$ cat src/rtl/phase_scheduler.sv
// Four-approach signal-phase scheduler: round-robin demand arbitration with min/max
// green, yellow and all-red clearance, plus emergency preemption.
module phase_scheduler #(
   parameter int unsigned GREEN_MIN = 3,
   parameter int unsigned GREEN_MAX = 7,
   parameter int unsigned YELLOW_T  = 2,
   parameter int unsigned ALLRED_T  = 1
) (
   input  logic       clk,
   input  logic       rst,
   input  logic       tick,
   input  logic [3:0] req,
   input  logic       emg_req,
   input  logic [1:0] emg_dir,
   output logic [2:0] m1,
   output logic [2:0] m2,
   output logic [2:0] m3,
   output logic [2:0] m4,
   output logic [3:0] grant,
   output logic       emg_active,
   output logic [2:0] dbg_state
);

   typedef enum logic [2:0] {IDLE, GREEN, YELLOW, ALLRED, EMG_GREEN} state_t;

   localparam logic [4:0] G_MIN = 5'(GREEN_MIN);
   localparam logic [4:0] G_MAX = 5'(GREEN_MAX);
   localparam logic [4:0] Y_LEN = 5'(YELLOW_T);
   localparam logic [4:0] A_LEN = 5'(ALLRED_T);
   localparam logic [2:0] LT_G  = 3'b001;
   localparam logic [2:0] LT_Y  = 3'b010;
   localparam logic [2:0] LT_R  = 3'b100;

   state_t      state, state_n;
   logic [3:0]  cnt, cnt_n;
   logic [1:0]  cur, cur_n;
   logic [1:0]  ptr, ptr_n;
   logic        emg_n;
   logic [4:0]  e;
   logic        found;
   logic [1:0]  pick, idx;
   logic [3:0]  cur_oh;
   logic [11:0] lights_n;
   logic [3:0]  grant_n;

   assign dbg_state = state;
   assign e         = {1'b0, cnt} + 5'd1;
   assign cur_oh    = 4'b0001 << cur;

   // Round-robin search starting at ptr and wrapping mod 4.
   always_comb begin
      found = 1'b0;
      pick  = ptr;
      idx   = ptr;
      for (int i = 0; i < 4; i++) begin
         idx = ptr + 2'(i);
         if (!found && req[idx]) begin
            found = 1'b1;
            pick  = idx;
         end
      end
   end

   always_comb begin
      state_n = state;
      cnt_n   = cnt;
      cur_n   = cur;
      ptr_n   = ptr;
      emg_n   = emg_active;
      case (state)
         IDLE: begin
            if (emg_req) begin
               cur_n   = emg_dir;
               emg_n   = 1'b1;
               cnt_n   = '0;
               state_n = EMG_GREEN;
            end else if (found) begin
               cur_n   = pick;
               ptr_n   = pick + 2'd1;
               cnt_n   = '0;
               state_n = GREEN;
            end
         end
         GREEN: begin
            // Preemption is evaluated every clock and overrides the tick rules.
            if (emg_req) begin
               emg_n   = 1'b1;
               cnt_n   = '0;
               state_n = (emg_dir == cur) ? EMG_GREEN : YELLOW;
            end else if (tick) begin
               cnt_n = e[3:0];
               if (e >= G_MAX ||
                   (e >= G_MIN && (((req & ~cur_oh) != 4'd0) || !req[cur]))) begin
                  cnt_n   = '0;
                  state_n = YELLOW;
               end
            end
         end
         EMG_GREEN: begin
            if (!emg_req) begin
               cnt_n   = '0;
               state_n = YELLOW;
            end
         end
         YELLOW: begin
            if (tick) begin
               cnt_n = e[3:0];
               if (e == Y_LEN) begin
                  cnt_n   = '0;
                  state_n = ALLRED;
               end
            end
         end
         ALLRED: begin
            if (tick) begin
               cnt_n = e[3:0];
               if (e == A_LEN) begin
                  cnt_n   = '0;
                  emg_n   = emg_active & emg_req;
                  state_n = IDLE;
               end
            end
         end
         default: begin
            cnt_n   = '0;
            state_n = IDLE;
         end
      endcase
   end

   // Light codes are decoded from the state being entered so they register with it.
   always_comb begin
      lights_n = {4{LT_R}};
      grant_n  = '0;
      for (int k = 0; k < 4; k++) begin
         if (2'(k) == cur_n) begin
            if (state_n == GREEN || state_n == EMG_GREEN) begin
               lights_n[3*k +: 3] = LT_G;
               grant_n[k]         = 1'b1;
            end else if (state_n == YELLOW) begin
               lights_n[3*k +: 3] = LT_Y;
               grant_n[k]         = 1'b1;
            end
         end
      end
   end

   always_ff @(posedge clk or negedge rst) begin
      if (!rst) begin
         state      <= IDLE;
         cnt        <= '0;
         cur        <= '0;
         ptr        <= '0;
         emg_active <= 1'b0;
         m1         <= LT_R;
         m2         <= LT_R;
         m3         <= LT_R;
         m4         <= LT_R;
         grant      <= '0;
      end else begin
         state      <= state_n;
         cnt        <= cnt_n;
         cur        <= cur_n;
         ptr        <= ptr_n;
         emg_active <= emg_n;
         m1         <= lights_n[2:0];
         m2         <= lights_n[5:3];
         m3         <= lights_n[8:6];
         m4         <= lights_n[11:9];
         grant      <= grant_n;
      end
   end

endmodule
$ cat config.mk
export PLATFORM = sky130hd
export DESIGN_NAME = phase_scheduler
export DESIGN_NICKNAME = d
export VERILOG_FILES = /design/src/rtl/phase_scheduler.sv
export SDC_FILE = /design/constraint.sdc
export NUM_CORES = 1
export LEC_CHECK = 0
export ABC_AREA = 1
export CORE_MARGIN = 4
export CORE_UTILIZATION = 50
export DETAILED_ROUTE_END_ITERATION = 8
export DONT_BUFFER_PORTS = 1
export GPL_TIMING_DRIVEN = 0
export HOLD_SLACK_MARGIN = 0.02
export SYNTH_ARGS = -nofsm -noshare
export SYNTH_HDL_FRONTEND = slang
export SYNTH_SLANG_ARGS = --single-unit
export TNS_END_PERCENT = 30
$ cat constraint.sdc
create_clock -name clk -period 5.45 [get_ports clk]
set_clock_uncertainty 0.15 [all_clocks]
set_input_delay 0.8175 -clock clk [delete_from_list [all_inputs] [get_ports clk]]
set_output_delay 0.8175 -clock clk [all_outputs]
set_load 0.005 [all_outputs]
* Word-level counts from Yosys, hierarchy flattened
Cells that the tools add are included.
Storage, ports and cells: bits in registers 28, latch bits 0, RAM bits 0, memory bits (read-only) 0, output and inout bits 20, logic and storage cells 125, memories kept 0
Operators by class: add/subtract/negate cells 5, multipliers 0, divide/modulo/power cells 0, $lt $le $gt $ge 7, equality and inequality tests 20, shift-type cells 1, multiplexer cells 59, bitwise logic cells 4, reductions and logical operators 19
Operators with widths (count):
- $mux W3 | 17
- $mux W4 | 10
- $pmux W4 S5 | 1
- $mux W1 | 18
- $lt A2 B3 Y1 const B | 5
- $pmux W3 S5 | 1
- $mux W2 | 6
- $bmux W1 S2 | 5
- $eq A3 B2 Y1 const B | 3
- $ne A2 B2 Y1 const B | 4
- $eq A3 B1 Y1 const B | 2
- $eq A3 B3 Y1 const B | 2
- $ne A3 B3 Y1 const B | 2
- $add A4 B1 Y5 const B | 1
- $eq A5 B1 Y1 const B | 1
- $eq A5 B2 Y1 const B | 1
- $ge A5 B2 Y1 const B | 1
- $ge A5 B3 Y1 const B | 1
- $reduce_and A5 Y1 | 1
- $add A2 B1 Y2 const B | 2
- $add A2 B2 Y2 const B | 2
- $and A4 B4 Y4 | 1
- $eq A2 B2 Y1 const A | 2
- $logic_and A1 B1 Y1 | 4
- 17 further kinds | 22

* Depth between registers and ports, before layout
word-level depth 19, depth in mapped cells 18

* Least setup slack after synthesis
OpenSTA, ideal clock, no wires.
path type input to register, from input req[1], to register grant[0], setup time 0.071 ns, data arrival time 1.934 ns, required time 5.229 ns, setup slack 3.294 ns, cell stages on the path 13, buffers on the path 0, cell sequence nand2_1 -> nand2_1 -> nand2_4 -> nand2_4 -> nor2_8 -> nand2_4 -> nor2_4 -> nand2_1 -> nand2_2 -> nand2_4 -> a21oi_4 -> nand3_2 -> nor2_1
Between the ends: cells in the longest elaborated chain, start to end 19
RTL lines:
- start, declared | RTL line 12 | input logic [3:0] req,
- $bmux W1 S2 | RTL line 57 | if (!found && req[idx]) begin
- $mux W1 (not written as such) | RTL line 57
- $mux W1 | RTL line 57
- $logic_not A1 Y1 | RTL line 57
- $logic_and A1 B1 Y1 | RTL line 57
- $mux W1 | RTL line 57
- $logic_not A1 Y1 | RTL line 57
- $logic_and A1 B1 Y1 | RTL line 57
- (+4 left out)
- $mux W3 | RTL line 77 | end else if (found) begin
- $mux W3 | RTL line 72 | if (emg_req) begin
- $pmux W3 S5 | RTL line 70 | case (state)
- $eq A3 B2 Y1 (tied with other cells) | RTL line 140 | end else if (state_n == YELLOW) begin
- $mux W1 or $logic_or A1 B1 Y1 (tied branches) | RTL line 140, 137
- $mux W1 | RTL line 137 | if (state_n == GREEN || state_n == EMG_GREEN) begin
- $mux W1 * | RTL line 136 | if (2'(k) == cur_n) begin
- net grant_n[0] | RTL line 44 | logic [3:0] grant_n;
- end signal, assigned | RTL line 170 | grant <= grant_n;
- end, declared | RTL line 19 | output logic [3:0] grant,
Mark *: on every way through the listed nets, which the timed path passes. The rest lies on a longest branch. The select of a mux whose other input is x is not followed. A chain may end at the register's enable or synchronous reset.

* Worst setup path after layout
from register cnt[0], to register grant[2]
Between the ends: cells in the longest elaborated chain, start to end 12
RTL lines:
- start, declared | RTL line 35 | logic [3:0] cnt, cnt_n;
- start signal, assigned | RTL line 162 | cnt <= cnt_n;
- $add A4 B1 Y5 * | RTL line 47 | assign e = {1'b0, cnt} + 5'd1;
- $ge A5 B2 Y1 | RTL line 93 | (e >= G_MIN && (((req & ~cur_oh) != 4'd0) || !req[cur]))) begin
- $logic_and A1 B1 Y1 | RTL line 93
- $logic_or A1 B1 Y1 | RTL line 92 | if (e >= G_MAX ||
- $mux W3 | RTL line 92
- $mux W3 | RTL line 90 | end else if (tick) begin
- $mux W3 | RTL line 86 | if (emg_req) begin
- $pmux W3 S5 * | RTL line 70
- net state_n[1] | RTL line 34 | state_t state, state_n;
- $eq A3 B2 Y1 (tied with other cells) | RTL line 140
- $mux W1 or $logic_or A1 B1 Y1 (tied branches) | RTL line 140, 137
- $mux W1 * | RTL line 137
- $mux W1 * | RTL line 136
- net grant_n[2] | RTL line 44
Mark *: on every way through the listed nets, which the timed path passes. The rest lies on a longest branch.

==> metrics.txt <==
Pre-antenna DRT Iters=4; most common cell in the netlist=nand2_1; final worst setup slack=3040 ps; LEAKAGE=1.01 nW; Yosys top cell area share=33.0%; drt drc=0; detailed-route wire length per cell=13.1 um; CTS sink count=28; post-cts sizing count=0; R2R cell count=11; pin count of the biggest net entering global routing=25; Final Cell Area=1950 sq um; WP data arrival=2500 ps; Worst-Skew Late Latency=340 ps; Yosys top cell by area=dfrtp_1; Antenna Cells=0; FF-to-FF Start=cnt[0]; Root Driver=clkbuf_4; fin nets=262; worst hold slack=108 ps; Syn Nets=256; Max Cap Viol=0; Area Overhead vs Synth=7.14%; Synth Flop Type=dfrtp_1; Ports=30; max frequency=0.415 GHz; CTS tree=yes; Setup crit start kind=flop; GPL Wtd Cong=0.876; internal power=0.621 mW; Worst VDD drop=0.353 mV; area of the core=3420 sq um; vias in the first global route=1495; clock transition at the registers of the reported paths=160 ps; DIE AREA=4670 sq um; Async S/R FF share, synth=100%; clock buffer depth=2; final setup TNS=0 ps; FP Rows=21; Clk pwr share=10.9%; crit path time final=2410 ps; total wire length=3.84 mm; Post-Synthesis Cells=242; depth of the CTS H-tree=1; Via density=5.15; reg2reg setup slack=3040 ps; Worst Setup SP=cnt[0]; first-pass GRT wire length=6.51 mm; Critical Path Fanout Max=6; Sequential Power Share=26.8%; GR Util All Layers=18.7%; Syn Area/Cell=7.53 sq um; initial antenna violation count=0; Rel. slew slack=77.1%; CP required=5540 ps; Power Density=652 nW/um^2; cts bufs inserted=3; number of enable flip-flop cells after synthesis=0; FILL cells=341; status=finished, final reports clean; Slew Viols, Final=0; register area share after synthesis=38.7%; total power=1.27 mW; detailed placement HPWL=3.10 mm; most instantiated cells after synthesis=nand2_1, nor2_1, dfrtp_1, inv_1, nand3_1; Final Hold Viols=0; Syn Std Cell Area=1820 sq um; DR iter-0 viols=47; r2r endpoint=grant[2]; count of cell types in the netlist=33; pre-CTS setup slack=3020 ps; die width=68.4 um; worst hold path class=input port to asynchronous set/reset pin; RSZ-0062 raised after global routing=false; switching power=0.652 mW; layout cell share with drive strength beyond 1=19.8%; post-route ant nets=0; Comb power frac=62.3%; sw frac=51.2%; fin crit share=44.2%; Synth Warn #=0; top cells by area, synth=dfrtp_1, nand2_1, nor2_1, dfstp_2, nand3_1; Die H=68.4 um; via count=1509; global route overflow=0; crit path capture type=flop; Port Buffer Count=0; critical path type=flop to flop; Seq cells post-synth=28; Initial Util=53.3%; # setup viols final=0; placed cell area=1880 sq um; Worst-Margin Slew=341 ps
[how the worst max path moves through the flow]
stage,to,slack (ps),cells after the start
3_5_place_dp,grant[3],3020,10
4_1_cts,grant[3],3040,11
6_report,grant[2],3040,11
5_1_grt,grant[1],2750,14
2_1_floorplan,grant[0],3290,13
3_3_place_gp,grant[2],3060,10
[metal layers]
metal | vias to the layer above | routed length, um | global-route usage [%]
met3 | 6 | 211 | 5.09
met1 | 703 | 1640 | 21.6
li1 | 776 | - | -
met4 | 0 | 59 | 6.45
met5 | - | 0 | 0
met2 | 24 | 1930 | 33.1
[per-stage QoR]
stage          util, %  cells
2_1_floorplan        -    242
3_3_place_gp      55.0    288
3_5_place_dp      55.0    288
4_1_cts           57.1    293
5_1_grt           57.1    293
6_report          57.1    293
[sequential cells by signal, summed over array words and instances (netlist names), 2 cells and up]
signal     flops
cnt            4
cur            2
dbg_state      3
grant          4
m1             3
m2             3
m3             3
m4             3
ptr            2
[repair_timing]
item	CTS	global route
buffers inserted	0	0
hold buffers	1	0
endpoints found under the hold margin	24	0
setup endpoints to repair	0	0
[final cells by class]
cell class                 instances  area (sq um)  share of cell area (%)
timing repair buffer               1          20.0                    1.03
inverter                          28           105                    5.38
buffer                             4          26.3                    1.35
clock inverter                     1          30.0                    1.54
multi-input combinational        182           985                    50.4
sequential                        28           706                    36.2
tap                               46          57.6                    2.95
clock buffer                       3          22.5                    1.15
[cells in the final DEF, fill, tap and decap left out, types with 2 or more instances in the layout]
cell type and instances:
clkbuf_4 3, nor2_2 2, nor2_1 30, o21ai_0 6, nand3_1 20, nand2_4 5
nand3_2 4, xor2_1 4, dfrtp_1 24, nor3_1 4, ha_1 4, inv_2 7
a21oi_1 3, o31ai_1 2, dfstp_2 4, nand2_2 11, o21ai_2 2, o22ai_1 2
nor2_4 2, buf_2 3, nand2_1 66, nand4_1 4, inv_1 20, o21ai_1 3
[cell families after synthesis]
logic type | share of synthesized area (%)
and+or+nand+nor | 40.9
DFF | 38.7
xor gates and xnor gates | 2.40
adders and majority gates | 2.75
buffers and inverters | 7.21
AOI/OAI and AO/OA | 7.97
[critical path: stages, from the launching register on]
cell and delay (ps):
dfrtp_1 470, ha_1 250, xnor2_1 330, nand4_1 150, nand2_1 90, nand2_1 80, nor3_1 230, nand2_1 120
nand2_2 140, inv_2 40, nor2_2 190, nor2_1 70
[power by group through the flow]
stage	sequential [mW]	clock, mW	combinational, mW
CTS	0.344	0.141	0.801
floorplan	0.331	0	0.666
global placement	0.345	0	0.769
finish	0.342	0.139	0.792
global route	0.352	0.149	0.902
detailed placement	0.347	0	0.795
No activity file was read; power rests on OpenSTA's default activity.
